==> src/rtl/ltsm_seq.sv <==
// ltsm_seq -- UCIe logical PHY link-training sequencer.
//
// Walks RESET -> SBINIT -> MBINIT -> MBTRAIN -> LINKINIT -> ACTIVE. On entry to
// each phase it pulses that phase's start for one cycle, then waits for the
// phase's done/error handshake. Each phase has a timeout. Errors go to
// TRAINERROR, which retries automatically up to MAX_RETRY times and then
// latches the error. ACTIVE can be sent back to MBTRAIN by a retrain request.
// A lane mask from MBINIT narrows the mainband width.
//
// Ports:
//   clk_100MHz, reset   : clock; asynchronous active-high reset
//   enable_i            : link enable, low forces RESET
//   start_LT_i          : level request to start (or restart) training
//   retrain_req_i       : retrain request, honoured in ACTIVE only
//   phase_done_i/err_i  : per-phase handshakes (0 SBINIT .. 3 LINKINIT)
//   lane_mask_i         : good-lane map, sampled with MBINIT done
//   phase_start_o       : one-cycle start pulse per phase
//   state_o             : current state (0 RESET .. 6 TRAINERROR)
//   link_up_o           : high in ACTIVE
//   train_error_o       : error latched after retries ran out
//   err_cause_o         : 0 none, 1 phase error, 2 timeout, 3 lane mask too narrow
//   retry_cnt_o         : retries used so far
//   sb_pin_sel_o        : sideband pin mux select
//   mb_pin_sel_o        : mainband pin mux select
//   mb_lane_en_o        : mainband lane enables
module ltsm_seq #(
    parameter int N_LANES      = 16,
    parameter int TIMEOUT_CYC  = 800000,
    parameter int ERR_HOLD_CYC = 1000,
    parameter int MAX_RETRY    = 3,
    localparam int RW = (MAX_RETRY > 0) ? $clog2(MAX_RETRY + 1) : 1
) (
    input  logic               clk_100MHz,
    input  logic               reset,
    input  logic               enable_i,
    input  logic               start_LT_i,
    input  logic               retrain_req_i,
    input  logic [3:0]         phase_done_i,
    input  logic [3:0]         phase_err_i,
    input  logic [N_LANES-1:0] lane_mask_i,
    output logic [3:0]         phase_start_o,
    output logic [2:0]         state_o,
    output logic               link_up_o,
    output logic               train_error_o,
    output logic [1:0]         err_cause_o,
    output logic [RW-1:0]      retry_cnt_o,
    output logic [1:0]         sb_pin_sel_o,
    output logic [1:0]         mb_pin_sel_o,
    output logic [N_LANES-1:0] mb_lane_en_o
);

    typedef enum logic [2:0] {
        ST_RESET      = 3'd0,
        ST_SBINIT     = 3'd1,
        ST_MBINIT     = 3'd2,
        ST_MBTRAIN    = 3'd3,
        ST_LINKINIT   = 3'd4,
        ST_ACTIVE     = 3'd5,
        ST_TRAINERROR = 3'd6
    } state_t;

    localparam int TMAX = (TIMEOUT_CYC > ERR_HOLD_CYC) ? TIMEOUT_CYC : ERR_HOLD_CYC;
    localparam int TW   = $clog2(TMAX + 1);
    localparam int PW   = $clog2(N_LANES + 1);

    localparam logic [TW-1:0] TO_LAST   = TW'(TIMEOUT_CYC - 1);
    localparam logic [TW-1:0] HOLD_LAST = TW'(ERR_HOLD_CYC - 1);
    localparam logic [TW-1:0] TIMER_SAT = TW'(TMAX);
    localparam logic [RW-1:0] RETRY_MAX = RW'(MAX_RETRY);
    localparam logic [PW-1:0] MIN_LANES = PW'(N_LANES / 2);

    state_t             st_q, st_d;
    logic [TW-1:0]      timer_q, timer_d;
    logic [N_LANES-1:0] mask_q, mask_d;
    logic [RW-1:0]      retry_q, retry_d;
    logic [1:0]         cause_q, cause_d;
    logic               terr_q, terr_d;
    logic [3:0]         start_q, start_d;

    logic [PW-1:0]      pop;
    logic               ph_done, ph_err;

    always_ff @(posedge clk_100MHz or posedge reset) begin
        if (reset) begin
            st_q    <= ST_RESET;
            timer_q <= '0;
            mask_q  <= '1;
            retry_q <= '0;
            cause_q <= '0;
            terr_q  <= 1'b0;
            start_q <= '0;
        end else begin
            st_q    <= st_d;
            timer_q <= timer_d;
            mask_q  <= mask_d;
            retry_q <= retry_d;
            cause_q <= cause_d;
            terr_q  <= terr_d;
            start_q <= start_d;
        end
    end

    always_comb begin
        pop = '0;
        for (int unsigned i = 0; i < N_LANES; i++) begin
            pop = pop + PW'(lane_mask_i[i]);
        end
    end

    // Only the handshake of the phase currently running is looked at.
    always_comb begin
        ph_done = 1'b0;
        ph_err  = 1'b0;
        case (st_q)
            ST_SBINIT:   begin ph_done = phase_done_i[0]; ph_err = phase_err_i[0]; end
            ST_MBINIT:   begin ph_done = phase_done_i[1]; ph_err = phase_err_i[1]; end
            ST_MBTRAIN:  begin ph_done = phase_done_i[2]; ph_err = phase_err_i[2]; end
            ST_LINKINIT: begin ph_done = phase_done_i[3]; ph_err = phase_err_i[3]; end
            default: ;
        endcase
    end

    always_comb begin
        st_d    = st_q;
        mask_d  = mask_q;
        retry_d = retry_q;
        cause_d = cause_q;
        terr_d  = terr_q;
        start_d = '0;

        if (!enable_i) begin
            st_d    = ST_RESET;
            retry_d = '0;
            cause_d = '0;
            terr_d  = 1'b0;
        end else begin
            case (st_q)
                ST_RESET: begin
                    if (start_LT_i) st_d = ST_SBINIT;
                end
                ST_SBINIT, ST_MBINIT, ST_MBTRAIN, ST_LINKINIT: begin
                    // error beats done beats timeout
                    if (ph_err) begin
                        st_d    = ST_TRAINERROR;
                        cause_d = 2'd1;
                    end else if (ph_done) begin
                        case (st_q)
                            ST_SBINIT: st_d = ST_MBINIT;
                            ST_MBINIT: begin
                                mask_d = lane_mask_i;
                                if (pop < MIN_LANES) begin
                                    st_d    = ST_TRAINERROR;
                                    cause_d = 2'd3;
                                end else begin
                                    st_d = ST_MBTRAIN;
                                end
                            end
                            ST_MBTRAIN: st_d = ST_LINKINIT;
                            default: begin
                                st_d    = ST_ACTIVE;
                                retry_d = '0;
                            end
                        endcase
                    end else if (timer_q == TO_LAST) begin
                        st_d    = ST_TRAINERROR;
                        cause_d = 2'd2;
                    end
                end
                ST_ACTIVE: begin
                    if (retrain_req_i) st_d = ST_MBTRAIN;
                end
                ST_TRAINERROR: begin
                    if (terr_q) begin
                        if (start_LT_i) begin
                            st_d    = ST_SBINIT;
                            terr_d  = 1'b0;
                            retry_d = '0;
                            cause_d = '0;
                        end
                    end else if (timer_q == HOLD_LAST) begin
                        if (retry_q < RETRY_MAX) begin
                            st_d    = ST_SBINIT;
                            retry_d = retry_q + RW'(1);
                        end else begin
                            terr_d = 1'b1;
                        end
                    end
                end
                default: st_d = ST_RESET;
            endcase
        end

        // No state re-enters itself, so any change into a phase is an entry.
        if (st_d != st_q) begin
            case (st_d)
                ST_SBINIT:   start_d = 4'b0001;
                ST_MBINIT:   start_d = 4'b0010;
                ST_MBTRAIN:  start_d = 4'b0100;
                ST_LINKINIT: start_d = 4'b1000;
                default: ;
            endcase
        end

        if (st_d != st_q)          timer_d = '0;
        else if (timer_q == TIMER_SAT) timer_d = timer_q;
        else                       timer_d = timer_q + TW'(1);
    end

    always_comb begin
        sb_pin_sel_o = 2'd3;
        mb_pin_sel_o = 2'd0;
        mb_lane_en_o = '0;
        case (st_q)
            ST_RESET:      sb_pin_sel_o = 2'd1;
            ST_SBINIT:     sb_pin_sel_o = 2'd2;
            ST_MBINIT:     begin mb_pin_sel_o = 2'd2; mb_lane_en_o = '1;     end
            ST_MBTRAIN:    begin mb_pin_sel_o = 2'd2; mb_lane_en_o = mask_q; end
            ST_LINKINIT,
            ST_ACTIVE:     begin mb_pin_sel_o = 2'd3; mb_lane_en_o = mask_q; end
            ST_TRAINERROR: mb_pin_sel_o = 2'd1;
            default: ;
        endcase
    end

    assign state_o       = st_q;
    assign phase_start_o = start_q;
    assign link_up_o     = (st_q == ST_ACTIVE);
    assign train_error_o = terr_q;
    assign err_cause_o   = cause_q;
    assign retry_cnt_o   = retry_q;

endmodule

==> config.mk <==
export PLATFORM = sky130hd
export DESIGN_NAME = ltsm_seq
export DESIGN_NICKNAME = d
export VERILOG_FILES = /design/src/rtl/ltsm_seq.sv
export SDC_FILE = /design/constraint.sdc
export NUM_CORES = 1
export LEC_CHECK = 0
export ABC_AREA = 1
export BUFFER_PORTS_ARGS = -buffer_cell sky130_fd_sc_hd__buf_2
export CORE_ASPECT_RATIO = 1.75
export CORE_MARGIN = 2
export CORE_UTILIZATION = 51
export CTS_CLUSTER_DIAMETER = 150
export DETAILED_ROUTE_END_ITERATION = 12
export PLACE_DENSITY_LB_ADDON = 0.08
export SLEW_MARGIN = 5
export SYNTH_ARGS = -nofsm -noshare
export SYNTH_HDL_FRONTEND = slang
export SYNTH_SLANG_ARGS = --single-unit
==> constraint.sdc <==
create_clock -name clk_100MHz -period 1.9 [get_ports clk_100MHz]
set_clock_uncertainty 0.05 [all_clocks]
set_input_delay 0.285 -clock clk_100MHz [delete_from_list [all_inputs] [get_ports clk_100MHz]]
set_output_delay 0.285 -clock clk_100MHz [all_outputs]
set_load 0.01 [all_outputs]
==> metrics <==
Sum Neg Setup Slack=-53,950 ps; Setup crit start kind=primary input; Initial Util=52.8%; max cap viols=0; worst stage delay on the critical path=580 ps; Slew Limit Headroom=74.4%; Synth Area per Inst=7.83 sq um; syn nets=465; number of global-route vias before repair=3,348; EDFF count, synth=0; post-synth top area cell=dfrtp_1; WP data required=2070 ps; # IOs=62; failing checks=setup timing; vias per cell=5.11; Yosys cell types=39; Reg clk slew, reported paths=100 ps; power consumption=3.62 mW; pin count of the biggest net entering global routing=49; first-pass GRT wire length=14,700 microns; Multi-input gate area=1810 sq um; clk_lat worst skew=320 ps; Final ANT Viol Nets=0; cell row count=38; critical path peak fanout=14; leakage power=2.60 nW; sequential fraction of the synthesis area=37.1%; Hold Crit Class=in -> reg; CTS tree=yes; Core Area=6230 sq um; Syn Inst Count=420; 1st-iter DRT viols=131; initial antenna violation count=0; fraction of layout instances using a drive strength above 1=49.2%; status=finished with violations; Die H=110 microns; clock buffer depth=2; Critical-path top delay cell=fa_1; Synth Flop Type=dfrtp_1; Finished Core Util=77.6%; Max Transition Viols Final=0; crit-path cells=buf_6 > inv_4 > fa_1 > fa_2 > inv_2 > fa_1 > inv_2 > fa_1 > inv_1 > ha_1 > nand2_1 > nor2_2 > o21ai_2 > nand3_2 > nand3_2 > nand3_2 > nand3_4 > nand2_2 > nand2_2 > nand2_2 > nand3_4 > buf_12 > nor2_2; fin worst setup slack=-1840 ps; kind of critical path=in -> reg; RD Place Congestion=0.870; GR Util All Layers=27.4%; power density cells=748 nW/um^2; Die Footprint=7130 sq um; asr flop ratio synth=100%; wire per inst=14.5 microns; crit path DAT=3900 ps; max frequency=0.268 GHz; number of remaining DRC errors=0; # diodes=0; final hold violations=0; clk sink count=48; most common cell after layout, fill and taps aside=buf_4; Synth area leaders=dfrtp_1 (24%), dfstp_2 (13%), inv_1 (8.8%); RSZ-0062 raised after global routing=yes; dpl ws=-2110 ps; FF+latch count, synth=48; crit share post-route=197%; FILL cells=476; Ys Warns=0; Final HPWL DP=6920 microns; cts bufs inserted=5; port bufs=61; Area growth, synth to finish=47.0%; Yosys top cell area share=24.3%; worst vdd ir=646 uV; Post-Syn Area=3290 sq um; CP Capture Type=flop; via count=3,379; post-layout min period=3740 ps; # setup viols final=49; CTS HTree Levels=2; commonest cells after routing, fill and taps aside=buf_4 (82), nand2_1 (64), inv_1 (62), buf_2 (51), dfrtp_1 (29); Total Wirelength=9560 microns; Clock Tree Root=clkbuf_8; Initial DRT Pass Iterations=4; Final #Nets=625; Worst Tran Pin Value=380 ps; grt ovf=0; Register Area=1220 sq um; Die Width=64.7 microns
==> critical path: cells and delay by family <==
| family | cells | cell delay [ps] |
|---|---|---|
| buffers and inverters | 6 | 420 |
| and+or+nand+nor | 11 | 950 |
| AOI/OAI and AO/OA | 1 | 160 |
| adders and majority gates | 5 | 2080 |
==> cells in the mapped netlist, types with 2 or more instances <==
library cell / n
a21oi_1: 5
nor2_1: 30
nand4_1: 12
nor3_1: 7
nand3_2: 3
inv_2: 5
nor2_2: 24
nand3_1: 22
xor2_1: 10
nand2_1: 75
ha_1: 7
dfstp_2: 16
nor2_4: 4
xnor2_1: 4
inv_1: 77
fa_1: 9
buf_6: 5
o21ai_0: 39
nand2_2: 9
dfrtp_1: 32
clkbuf_1: 6
nor4_1: 2
==> power breakdown <==
group / total, mW / switching, mW / internal, mW
logic: 1.56 / 0.830 / 0.725
registers: 1.40 / 0.107 / 1.29
clock network: 0.662 / 0.363 / 0.299
total: 3.62 / 1.30 / 2.31
==> per-stage QoR <==
step | hold WS (ps) | cells | instance area (sq um)
6_report | 131 | 661 | 4830
5_1_grt | 135 | 661 | 4830
4_1_cts | 143 | 654 | 4640
3_5_place_dp | 296 | 628 | 4270
3_3_place_gp | 288 | 628 | 4270
2_1_floorplan | 347 | 420 | 3320
==> metal layers <==
metal | GRT usage, % | wire length, microns
met1 | 25.9 | 3150
met3 | 4.06 | 284
met2 | 55.6 | 5720
met5 | 0 | 0
met4 | 13.2 | 396
==> kinds of logic after synthesis <==
group                      share of synthesized area (%)
xor gates and xnor gates                            3.73
and+or+nand+nor                                     30.1
muxes                                              0.647
buffers and inverters                               12.1
AOI/OAI and AO/OA                                   8.18
adders and majority gates                           8.14
DFF                                                 37.1
==> sequential cells by signal (all words and copies together), names as in the netlist <==
name / cells
mask_q: 16
timer_q: 20
phase_start_o: 4
err_cause_o: 2
state_o: 3
train_error_o: 1
retry_cnt_o: 2
==> final cells by class <==
type | count | share of cell area [%]
timing repair buffer | 165 | 26.3
clock buffer | 7 | 1.79
sequential | 48 | 25.3
clock inverter | 1 | 0.181
tap | 80 | 2.07
multi-input combinational | 277 | 37.4
inverter | 83 | 6.86
==> final timing paths <==
check,to,from,slack (ps),cells after the start
worst max-delay path,timer_q[6]$_DFFE_PP0P_,lane_mask_i[1],-1840,23
worst min-delay path,mask_q[9]$_DFFE_PP1P_,lane_mask_i[9],130,3
worst max register to register,timer_q[0]$_DFFE_PP0P_,state_o[1]$_DFF_PP0_,-320,16
worst min register to register,mask_q[14]$_DFFE_PP1P_,mask_q[14]$_DFFE_PP1P_,420,2
max in group asynchronous,mask_q[4]$_DFFE_PP1P_,reset,1020,4
min in group asynchronous,phase_start_o[1]$_DFF_PP0_,reset,500,4
==> timing repair <==
| item | 4_1_cts | 5_1_grt |
|---|---|---|
| endpoints found under the setup margin | 48 | 63 |
| resized for setup | 35 | 58 |
| gates cloned | 2 | 2 |
| hold endpoints to repair | 32 | 0 |
| hold buffers | 1 | 0 |
| setup buffers | 15 | 7 |
| pin swaps | 13 | 15 |
Power figures use the tool's default switching activity.
